**config.mk**
```make
export PLATFORM = sky130hd
export DESIGN_NAME = seg7_scan_driver_flat
export DESIGN_NICKNAME = d
export VERILOG_FILES = /design/src/rtl/seg7_scan_driver_if.sv /design/src/rtl/seg7_scan_driver.sv /design/src/flat_wrapper.sv
export SDC_FILE = /design/constraint.sdc
export NUM_CORES = 1
export LEC_CHECK = 0
export CORE_MARGIN = 2
export CORE_UTILIZATION = 45
export CTS_CLUSTER_SIZE = 20
export DETAILED_ROUTE_END_ITERATION = 16
export GPL_ROUTABILITY_DRIVEN = 0
export PLACE_DENSITY_LB_ADDON = 0.05
export SLEW_MARGIN = 15
export SYNTH_ARGS = -nofsm -noshare
export SYNTH_HDL_FRONTEND = slang
export SYNTH_SLANG_ARGS = --single-unit
export TNS_END_PERCENT = 50
```
**constraint.sdc**
```tcl
create_clock -name clk -period 5.5 [get_ports clk]
set_input_delay 1.1 -clock clk [delete_from_list [all_inputs] [get_ports clk]]
set_output_delay 1.1 -clock clk [all_outputs]
set_load 0.01 [all_outputs]
```
**src/rtl/seg7_scan_driver_if.sv**
```systemverilog
// seg7_scan_driver_if: display-side bundle between the countdown logic and
// the seg7_scan_driver block. The master (countdown logic) supplies digits
// and display modes; the slave (scan driver) returns the panel pin values.
// Define SEG7_DP_EN to add the per-digit decimal point lines.
interface seg7_scan_driver_if #(
    parameter int NUM_DIGITS = 3
);
    logic [4*NUM_DIGITS-1:0] bcd_in;
    logic                    load;
    logic                    blank_lz;
    logic                    blink_en;
    logic [6:0]              segs;
    logic [NUM_DIGITS-1:0]   digit_sel;
`ifdef SEG7_DP_EN
    logic [NUM_DIGITS-1:0]   dp_in;
    logic                    seg_dp;

    modport master (
        output bcd_in, load, blank_lz, blink_en, dp_in,
        input  segs, digit_sel, seg_dp
    );

    modport slave (
        input  bcd_in, load, blank_lz, blink_en, dp_in,
        output segs, digit_sel, seg_dp
    );
`else
    modport master (
        output bcd_in, load, blank_lz, blink_en,
        input  segs, digit_sel
    );

    modport slave (
        input  bcd_in, load, blank_lz, blink_en,
        output segs, digit_sel
    );
`endif
endinterface

```
**src/rtl/seg7_scan_driver.sv**
```systemverilog
// seg7_scan_driver: time-multiplexed BCD to 7-segment driver for the
// microwave front panel. Latches NUM_DIGITS packed BCD digits on load and
// scans them onto a shared active-low segment bus with active-low digit
// enables. Adds leading-zero blanking, whole-display blinking and blanking
// of non-BCD codes. Optional macro SEG7_DP_EN adds the decimal point.
// The interface instance must use the same NUM_DIGITS as this module.
module seg7_scan_driver #(
    parameter int NUM_DIGITS = 3,
    parameter int SCAN_DIV   = 50000,
    parameter int BLINK_DIV  = 25000000
) (
    input  logic             clk,
    input  logic             reset,
    seg7_scan_driver_if.slave bus
);

    localparam int IDX_W   = (NUM_DIGITS > 1) ? $clog2(NUM_DIGITS) : 1;
    localparam int SCAN_W  = (SCAN_DIV > 1)   ? $clog2(SCAN_DIV)   : 1;
    localparam int BLINK_W = (BLINK_DIV > 1)  ? $clog2(BLINK_DIV)  : 1;

    logic [4*NUM_DIGITS-1:0] shadow;
    logic [SCAN_W-1:0]       scan_cnt;
    logic [IDX_W-1:0]        digit_idx;
    logic [BLINK_W-1:0]      blink_cnt;
    logic                    blink_phase;

    logic [NUM_DIGITS-1:0]   lz_blank;
    logic [3:0]              cur_code;
    logic                    blink_blank;
    logic [6:0]              next_segs;
    logic [NUM_DIGITS-1:0]   next_sel;

    // Active-low segment pattern for one BCD code; non-BCD codes go dark.
    function automatic logic [6:0] decode(input logic [3:0] code);
        case (code)
            4'd0:    decode = 7'b0000001;
            4'd1:    decode = 7'b1001111;
            4'd2:    decode = 7'b0010010;
            4'd3:    decode = 7'b0000110;
            4'd4:    decode = 7'b1001100;
            4'd5:    decode = 7'b0100100;
            4'd6:    decode = 7'b0100000;
            4'd7:    decode = 7'b0001111;
            4'd8:    decode = 7'b0000000;
            4'd9:    decode = 7'b0001100;
            default: decode = 7'b1111111;
        endcase
    endfunction

    // Capture the displayed digits; the scan only ever reads this copy.
    always_ff @(posedge clk) begin
        // NOTE: sequential state uses non-blocking assignments so every
        // register samples pre-edge values, independent of block order.
        if (reset) begin
            shadow <= '0;
        end else if (bus.load) begin
            shadow <= bus.bcd_in;
        end
    end

    // Dwell counter and digit index: advance one digit every SCAN_DIV cycles.
    always_ff @(posedge clk) begin
        if (reset) begin
            scan_cnt  <= '0;
            digit_idx <= '0;
        end else if (scan_cnt == SCAN_W'(SCAN_DIV - 1)) begin
            scan_cnt <= '0;
            if (digit_idx == IDX_W'(NUM_DIGITS - 1)) begin
                digit_idx <= '0;
            end else begin
                digit_idx <= digit_idx + 1'b1;
            end
        end else begin
            scan_cnt <= scan_cnt + 1'b1;
        end
    end

    // Blink half-period timer; held cleared while blinking is off.
    always_ff @(posedge clk) begin
        if (reset || !bus.blink_en) begin
            blink_cnt   <= '0;
            blink_phase <= 1'b0;
        end else if (blink_cnt == BLINK_W'(BLINK_DIV - 1)) begin
            blink_cnt   <= '0;
            blink_phase <= ~blink_phase;
        end else begin
            blink_cnt <= blink_cnt + 1'b1;
        end
    end

    // Mark digits that sit inside a run of zeros reaching the top digit;
    // digit 0 is never marked so an all-zero value still shows one 0.
    always_comb begin
        logic zero_above;
        // NOTE: every combinational output gets a default before any
        // conditional update, so no path can infer a latch.
        lz_blank   = '0;
        zero_above = 1'b1;
        for (int i = NUM_DIGITS - 1; i >= 1; i--) begin
            zero_above  = zero_above & (shadow[4*i +: 4] == 4'd0);
            lz_blank[i] = zero_above;
        end
    end

    // Pick the next segment pattern and digit enable for the current index.
    always_comb begin
        cur_code    = shadow[{digit_idx, 2'b00} +: 4];
        blink_blank = bus.blink_en & blink_phase;
        next_sel    = '1;
        next_sel[digit_idx] = 1'b0;
        if (blink_blank) begin
            next_segs = 7'b1111111;
        end else if (bus.blank_lz && lz_blank[digit_idx]) begin
            next_segs = 7'b1111111;
        end else begin
            next_segs = decode(cur_code);
        end
    end

    // Registered panel outputs: all digits dark while in reset.
    always_ff @(posedge clk) begin
        if (reset) begin
            bus.segs      <= 7'b1111111;
            bus.digit_sel <= '1;
        end else begin
            bus.segs      <= next_segs;
            bus.digit_sel <= next_sel;
        end
    end

`ifdef SEG7_DP_EN
    logic [NUM_DIGITS-1:0] dp_shadow;

    // Decimal point capture and output; ignores leading-zero blanking.
    always_ff @(posedge clk) begin
        if (reset) begin
            dp_shadow  <= '0;
            bus.seg_dp <= 1'b1;
        end else begin
            if (bus.load) begin
                dp_shadow <= bus.dp_in;
            end
            bus.seg_dp <= blink_blank ? 1'b1 : ~dp_shadow[digit_idx];
        end
    end
`endif

endmodule

```
**src/flat_wrapper.sv**
```systemverilog
// flat-port wrapper written by rule: the top's interface ports become plain ports
module seg7_scan_driver_flat 
#(
    parameter int NUM_DIGITS = 3,
    parameter int SCAN_DIV   = 50000,
    parameter int BLINK_DIV  = 25000000
)
  (clk, reset, bus_bcd_in, bus_load, bus_blank_lz, bus_blink_en, bus_segs, bus_digit_sel);
  seg7_scan_driver_if #(.NUM_DIGITS(NUM_DIGITS)) bus_i ();
  input  logic clk;
  input  logic reset;
  input wire logic [$bits(bus_i.bcd_in)-1:0] bus_bcd_in;
  input wire logic [$bits(bus_i.load)-1:0] bus_load;
  input wire logic [$bits(bus_i.blank_lz)-1:0] bus_blank_lz;
  input wire logic [$bits(bus_i.blink_en)-1:0] bus_blink_en;
  output wire logic [$bits(bus_i.segs)-1:0] bus_segs;
  output wire logic [$bits(bus_i.digit_sel)-1:0] bus_digit_sel;
  assign bus_i.bcd_in = bus_bcd_in;
  assign bus_i.load = bus_load;
  assign bus_i.blank_lz = bus_blank_lz;
  assign bus_i.blink_en = bus_blink_en;
  assign bus_segs = bus_i.segs;
  assign bus_digit_sel = bus_i.digit_sel;
  seg7_scan_driver #(.NUM_DIGITS(NUM_DIGITS), .SCAN_DIV(SCAN_DIV), .BLINK_DIV(BLINK_DIV)) u_core (.clk(clk), .reset(reset), .bus(bus_i));
endmodule
```
==> run metrics, run 1 <==
register area share after synthesis 0.440; CTS tree built; status completed; slew margin rel. 0.429; Final Skew 12.1 ps; final setup TNS 0 ps; Max Root-Sink Buffers 2; layer carrying the most global-route usage met2; CTS sink cnt 66; first-pass GRT wire length 9670 um; Max FO, Critical Path 21; vias 2306; Crit path arrival time 3060 ps; largest net degree at the start of global routing 22; M1 GR Usage 0.224; vias in the first global route 2127; H-Tree Level Count 3; Die Span X 85.7 um; Die Span Y 85.7 um; Netlist cell types 44; Routed WL per cell 13.3 um; final worst path period need 2860 ps; clock-pin slew on the worst setup and hold paths 70 ps; detailed placement HPWL 3980 um; TritonRoute pass-1 iters 4; drt total wl 5650 um; end point of the critical path u_core.blink_cnt[23]$_SDFF_PP0_; initial antenna violation count 0; # DRC 0; fin crit share 0.520; Worst path slowest cell clkdlybuf4s50_1; initial core utilization 0.470; Max Freq 350 MHz; Num CTS Buffers 9; CP cell instances clkdlybuf4s50_1 > nand2b_1 > o21bai_1 > buf_4 > a21oi_1; Worst Hold Class reg2reg; Mapped Avg Cell Area 9.32 um^2; crit path launch reset; Peak supply drop 147 uV; pwr dens 267 nW/um^2; CTS Hold Bufs 0; number of DRC markers in iteration 0 79; CP startpoint kind input pin; proportion of layout cells with a drive suffix above 1 0.0749; max_cap viols 0; RSZ-0062 raised after global routing false; post_cts resized 0; Setup violations, final 0; actual slew at the worst max-slew pin 855 ps; Post-synth ARST share 0; EDFF count, synth 0; GRT Util Overall 0.164; Synth warnings 0; Ports 27; die area 7340 um^2; root buffer selected by CTS clkbuf_8; Detail Route Antenna Nets 0; Util after Layout 0.538; path depth of the worst reg2reg path 6; GR Util met2 0.249; Top FF cell, synth dfxtp_1; R2R Setup Slk 3280 ps; Synth Instances 322; final slew viol count 0; IO Port Bufs 26; # Post-CTS Setup Buffers 0; total grt overflow 0; Post-Synthesis Cell Area 3000 um^2; crit end category register; max incr delay on CP 920 ps; Req. time, crit path 5710 ps; Final Total Pwr 918 uW; syn nets 347; GRT met3 Usage 0.0327; crit path kind in2reg; vias per cell 5.44; core area 6390 um^2; Final #Nets 370; Crit Reg-Reg Startpoint u_core.blink_cnt[0]$_SDFF_PP0_; number of synthesized register bits 66; Worst-Skew Late Latency 340 ps; Final Hold Viols 0; Critical R2R Capture u_core.blink_cnt[23]$_SDFF_PP0_; Area Overhead vs Synth 14.5%; diode count 0; Leak 1.27 nW; row cnt 29
## critical path: cells and delay by family
kind            cells  cell delay [ps]
compound gates      2              460
buf+inv             2             1260
simple gates        1              230
## Yosys cell counts, drive strengths merged (6+ instances only)
master | n | area (um^2)
ha | 8 | 100
nand2 | 10 | 37.5
and3 | 7 | 47.5
o21ai | 10 | 50.1
nor2 | 43 | 161
dfxtp | 66 | 1320
or4 | 6 | 48.8
nand4 | 14 | 103
inv | 10 | 37.5
or3 | 10 | 66.3
o31ai | 6 | 45.0
mux2i | 21 | 210
nand3 | 16 | 80.1
buf | 10 | 67.6
a21oi | 20 | 104
xor2 | 19 | 166
## worst min path at each step
stage / start / endpoint / depth (start not counted)
floorplan: u_core.scan_cnt[0]$_SDFF_PP0_ / u_core.scan_cnt[0]$_SDFF_PP0_ / 1
global placement: u_core.scan_cnt[0]$_SDFF_PP0_ / u_core.scan_cnt[0]$_SDFF_PP0_ / 1
detailed placement: u_core.scan_cnt[0]$_SDFF_PP0_ / u_core.scan_cnt[0]$_SDFF_PP0_ / 1
CTS: u_core.scan_cnt[0]$_SDFF_PP0_ / u_core.scan_cnt[0]$_SDFF_PP0_ / 1
global route: u_core.scan_cnt[0]$_SDFF_PP0_ / u_core.scan_cnt[0]$_SDFF_PP0_ / 1
finish: u_core.scan_cnt[0]$_SDFF_PP0_ / u_core.scan_cnt[0]$_SDFF_PP0_ / 1
## per-stage QoR
stage | setup WS, ps | std cells | hold WS [ps] | area, um^2
2_1_floorplan | 3570 | 322 | 426 | 3000
3_3_place_gp | 2340 | 411 | 444 | 3280
3_5_place_dp | 2240 | 411 | 450 | 3280
4_1_cts | 2600 | 424 | 465 | 3440
5_1_grt | 2490 | 424 | 515 | 3440
6_report | 2640 | 424 | 463 | 3440
## per-layer routing
| layer | routed length (um) | part of all wire |
|---|---|---|
| met5 | 0 | 0 |
| met2 | 2490 | 0.44 |
| met3 | 149 | 0.026 |
| met1 | 2940 | 0.52 |
| met4 | 77 | 0.014 |
## layout make-up
class | count | area [um^2]
repair buffers | 27 | 268
clock buffers | 13 | 159
flip-flops and latches | 66 | 1320
inverters | 10 | 37.5
fillers | 594 | 2950
multi-input cells | 231 | 1560
well taps | 77 | 96.3
## flip-flops by register name, indices dropped and copies added (netlist names)
register and cells:
u_core.bus.digit_sel 3, u_core.blink_cnt 25, u_core.scan_cnt 16, u_core.digit_idx 2
u_core.shadow 12, u_core.bus.segs 7, u_core.blink_phase 1
## placed cells by master, fill, tap and decap left out, types with 2 or more instances in the layout
cell,synthesis,final
nor4b_1,2,2
dfxtp_1,66,66
and4b_1,2,2
nand2_1,10,10
a21oi_1,19,19
xnor2_1,5,5
or3_2,3,3
and3_2,3,3
clkbuf_8,0,11
o21ai_0,10,10
and3_1,4,4
clkdlybuf4s50_1,0,26
ha_1,8,8
xor2_1,19,19
nor2b_1,2,2
o2bb2ai_1,3,3
mux2i_1,21,21
and2_2,2,2
or4_1,5,5
or3_1,7,7
nand4_1,13,13
nor2_1,43,43
nand3_1,16,16
and4_1,4,4
a32oi_1,5,5
o31ai_1,6,6
nor4_1,3,3
clkbuf_1,5,2
inv_1,10,10
nand2b_1,3,3
## kinds of logic (layout without fill, tap and decap cells)
| kind of cell | Yosys count | in the layout | share of synthesized area |
|---|---|---|---|
| AO/OA/AOI/OAI | 50 | 50 | 0.108 |
| adder cells (fa/ha/maj) | 8 | 8 | 0.0333 |
| multiplexers | 21 | 21 | 0.0700 |
| AND/OR/NAND/NOR | 128 | 128 | 0.237 |
| buffers and inverters | 25 | 50 | 0.0413 |
| flip-flops | 66 | 66 | 0.440 |
| XOR/XNOR | 24 | 24 | 0.0700 |
## where the power goes
part	switching (mW)	leakage (nW)	total (mW)	internal, mW
Combinational	0.0338	0.647	0.0707	0.0369
Sequential	0.00732	0.538	0.499	0.491
Clock	0.167	0.0815	0.349	0.181
Power figures use the tool's default switching activity.
==> inputs of run 2 (changes only) <==
clock period = 2.9 ns   (was 5.5 ns; I/O delays follow)
==> run 2 against run 1 <==
Cell count grew 0.94%; total power grew 100%; design area grew 1.7%; clock skew shrank 3.5 ps; routed wire length grew 0.42%; hold slack gained 4.6 ps; register-to-register slack lost 2400 ps; combinational power grew 92%; worst setup slack lost 1700 ps; first-iteration DRC count grew 34%; critical endpoint is now u_core.bus.segs[5]$_SDFF_PP1_.
==> run metrics, run 2 (synthesis gave the netlist of run 1 again) <==
Area Overhead vs Synth 16.5%; Ports 27; row cnt 29; TritonRoute pass-1 iters 4; final slew viol count 0; post_cts resized 0; CP startpoint kind register; Util after Layout 0.548; Max Root-Sink Buffers 2; RSZ-0062 raised after global routing false; crit end category register; total grt overflow 0; root buffer selected by CTS clkbuf_8; max FFs per register 25; Final Skew 8.63 ps; largest net degree at the start of global routing 25; Worst Hold Class reg2reg; Leak 1.30 nW; vias per cell 5.35; detailed placement HPWL 3950 um; CTS Hold Bufs 0; Max FO, Critical Path 12; max_cap viols 0; GRT met3 Usage 0.0558; first-pass GRT wire length 10100 um; Multi-input gate area 1560 um^2; Detail Route Antenna Nets 0; H-Tree Level Count 3; Die Span Y 85.7 um; core area 6390 um^2; pwr dens 535 nW/um^2; Top reg by flops u_core.blink_cnt; die area 7340 um^2; final setup TNS 0 ps; Worst-Skew Late Latency 330 ps; diode count 0; Routed WL per cell 13.3 um; status completed; IO Port Bufs 26; Peak supply drop 621 uV; vias 2290; M1 GR Usage 0.236; registers with the most flip-flops u_core.blink_cnt (25), u_core.scan_cnt (16), u_core.shadow (12); Final #Nets 372; Setup WS post-layout 911 ps; vias in the first global route 2172; CTS sink cnt 66; slew margin rel. 0.536; # Post-CTS Setup Buffers 0; Max Freq 503 MHz; final worst path period need 1990 ps; Non-Filler Instances 428; commonest cells after routing, fill and taps aside dfxtp_1, nor2_1, clkdlybuf4s50_1; Num CTS Buffers 9; dpl cells 413; crit path kind reg2reg; actual slew at the worst max-slew pin 694 ps; number of DRC markers in iteration 0 106; CTS tree built; Hold Slack 468 ps; Setup violations, final 0; Crit path arrival time 2200 ps; drt total wl 5680 um; Place WS 787 ps; clock-pin slew on the worst setup and hold paths 70 ps; initial core utilization 0.470; fin crit share 0.686; Die Span X 85.7 um; GRT Util Overall 0.172; Final Hold Viols 0; initial antenna violation count 0; most common cell after layout, fill and taps aside dfxtp_1; # DRC 0; GR Util met2 0.256; layer carrying the most global-route usage met2; Filler cells 593; Req. time, crit path 3110 ps; proportion of layout cells with a drive suffix above 1 0.0883; sequential standard cell area 1320 um^2
[run 2: cell count changes in the layout (fill, tap and decap cells not counted)]
cell and change:
clkbuf_8 +1, clkbuf_1 -1, bufinv_16 +1, buf_4 +2, clkinv_2 +1
[run 2: worst paths after layout]
path	cells past startpoint	start	endpoint	slack [ps]
setup / recovery	6	u_core.digit_idx[1]$_SDFFE_PP0N_	u_core.bus.segs[5]$_SDFF_PP1_	910
hold / removal	1	u_core.scan_cnt[0]$_SDFF_PP0_	u_core.scan_cnt[0]$_SDFF_PP0_	470
setup reg to reg	6	u_core.digit_idx[1]$_SDFFE_PP0N_	u_core.bus.segs[5]$_SDFF_PP1_	910
hold reg to reg	1	u_core.scan_cnt[0]$_SDFF_PP0_	u_core.scan_cnt[0]$_SDFF_PP0_	470
[run 2: through the flow]
step           power (mW)  area [um^2]
2_1_floorplan        1.04         3000
3_3_place_gp         1.10         3290
3_5_place_dp         1.10         3290
4_1_cts              1.90         3500
5_1_grt              1.96         3500
6_report             1.87         3500
[run 2: critical path, stage by stage, from the launching register on]
cell and delay, ps:
dfxtp_1 530, nor2b_1 400, o2bb2ai_1 260, inv_1 160, ha_1 340, nor2_1 100
o21ai_0 80
[run 2: metal layers]
layer	wire length, um	vias up
li1	-	1202
met1	2950	1055
met2	2480	25
met3	182	8
met4	66	0
met5	0	-
[run 2: report_power, final]
group	leakage, nW	switching [mW]	internal (mW)
combinational	0.658	0.0645	0.0719
clock	0.106	0.329	0.462
sequential	0.538	0.0134	0.932
[run 2: cell type report]
| class | count | share of cell area |
|---|---|---|
| multi-input combinational | 231 | 0.445 |
| tap | 77 | 0.0275 |
| inverter | 10 | 0.0107 |
| clock buffer | 13 | 0.0483 |
| timing repair buffer | 29 | 0.0808 |
| clock inverter | 2 | 0.0100 |
| sequential | 66 | 0.378 |
==> inputs of run 3 (changes only) <==
clock period = 2 ns   (was 2.9 ns; I/O delays follow)
==> run 3 against run 2 <==
Hold slack lost 8.1 ps; routed wire length increased by 2.5%; worst setup slack worse by 690 ps; non-clock buffer count grew 7; critical path type unchanged; largest power group unchanged; highest routed layer unchanged.
==> run metrics, run 3 (synthesis gave the netlist of run 1 again) <==
vias in the first global route 2231; TritonRoute pass-1 iters 4; Crit Reg-Reg Startpoint u_core.blink_cnt[0]$_SDFF_PP0_; H-Tree Level Count 3; CTS sink cnt 66; max FFs per register 25; Die Span X 85.7 um; root buffer selected by CTS clkbuf_8; Worst-Skew Late Latency 330 ps; first-pass GRT wire length 10200 um; Final Hold Viols 0; max_cap viols 0; die area 7340 um^2; Non-Filler Instances 434; Max FO, Critical Path 12; # DRC 0; actual slew at the worst max-slew pin 557 ps; post_cts resized 0; Clk network pwr share 0.390; Cells on Worst Hold Path 1; switching power 589 uW; Crit path arrival time 2040 ps; Filler cells 592; Top reg by flops u_core.blink_cnt; clock-pin slew on the worst setup and hold paths 70 ps; path depth of the worst reg2reg path 5; detailed placement HPWL 4170 um; total grt overflow 0; worst hold endpoint u_core.scan_cnt[0]$_SDFF_PP0_; Final Skew 7.21 ps; dpl cells 420; row cnt 29; Area Overhead vs Synth 17.5%; status completed; diode count 0; drt total wl 5820 um; Max Root-Sink Buffers 2; initial antenna violation count 0; Sw Share 0.228; core area 6390 um^2; hold wc startpoint u_core.scan_cnt[0]$_SDFF_PP0_; sequential power share 0.531; vias per cell 5.46; final worst path period need 1780 ps; Worst Hold Class reg2reg; CP startpoint kind register; R2R Setup Slk 220 ps; registers with the most flip-flops u_core.blink_cnt (25), u_core.scan_cnt (16), u_core.shadow (12); Setup violations, final 0; Pint 2.00 mW; slew margin rel. 0.629; IO Port Bufs 26; CTS Hold Bufs 0; Peak supply drop 529 uV; crit end category register; RSZ-0062 raised after global routing false; final setup TNS 0 ps; Routed WL per cell 13.4 um; pwr dens 733 nW/um^2; final slew viol count 0; Critical R2R Capture u_core.blink_cnt[24]$_SDFF_PP0_; Gate power share 0.079; Req. time, crit path 2270 ps; Util after Layout 0.552; Die Span Y 85.7 um; Leak 1.32 nW; commonest cells after routing, fill and taps aside dfxtp_1, nor2_1, clkdlybuf4s50_1; GRT Util Overall 0.173; fin crit share 0.888; vias 2368; proportion of layout cells with a drive suffix above 1 0.109; most common cell after layout, fill and taps aside dfxtp_1; initial core utilization 0.470; Ports 27; Final #Nets 379; number of DRC markers in iteration 0 93; # Post-CTS Setup Buffers 0; crit path kind reg2reg; Num CTS Buffers 9; largest net degree at the start of global routing 20; Detail Route Antenna Nets 0; Max Freq 563 MHz; CTS tree built
## run 3: layer usage
metal	global-route usage	part of all wire
met1	0.221	0.50
met2	0.275	0.45
met3	0.0491	0.030
met4	0.0736	0.020
met5	0	0
## run 3: how the worst max path moves through the flow
stage | from | end | slack (ps)
after floorplan | u_core.digit_idx[0]$_SDFFE_PP0N_ | u_core.bus.segs[5]$_SDFF_PP1_ | 210
after global placement | u_core.digit_idx[0]$_SDFFE_PP0N_ | u_core.bus.segs[5]$_SDFF_PP1_ | 230
after detailed placement | u_core.digit_idx[0]$_SDFFE_PP0N_ | u_core.bus.segs[5]$_SDFF_PP1_ | 160
after CTS | u_core.digit_idx[0]$_SDFFE_PP0N_ | u_core.bus.segs[1]$_SDFF_PP1_ | 140
after global routing | u_core.digit_idx[0]$_SDFFE_PP0N_ | u_core.bus.segs[2]$_SDFF_PP1_ | 40
final | u_core.blink_cnt[0]$_SDFF_PP0_ | u_core.blink_cnt[24]$_SDFF_PP0_ | 220
## run 3: area by class of cell
class	count	area, um^2	area share
Tap cell	77	96.3	0.0273
Clock inverter	2	12.5	0.00355
Multi-Input combinational cell	231	1560	0.441
Clock buffer	12	165	0.0468
Sequential cell	66	1320	0.375
Timing Repair Buffer	36	335	0.0951
Inverter	10	37.5	0.0106
## run 3: worst max-delay path, cell delays in order, from the launching register on
cell and delay (ps):
dfxtp_1 390, ha_1 220, and2_2 230, nand4_4 190
or4_1 540, a21oi_1 140
## run 3: power by group through the flow
stage                     Sequential (mW)  Combinational (mW)  Clock [mW]
after floorplan                      1.41               0.104           0
after global placement               1.40               0.201           0
after detailed placement             1.40               0.206           0
after CTS                            1.37               0.207        1.05
after global routing                 1.38               0.228        1.10
final                                1.37               0.203        1.01
## run 3: through the flow
step	area (um^2)	worst slack, ps	hold WS [ps]	power, mW
after floorplan	3000	208	426	1.51
after detailed placement	3350	160	450	1.61
final	3530	224	460	2.58
after global routing	3530	39.1	505	2.70
after CTS	3520	140	466	2.63
after global placement	3350	233	442	1.60
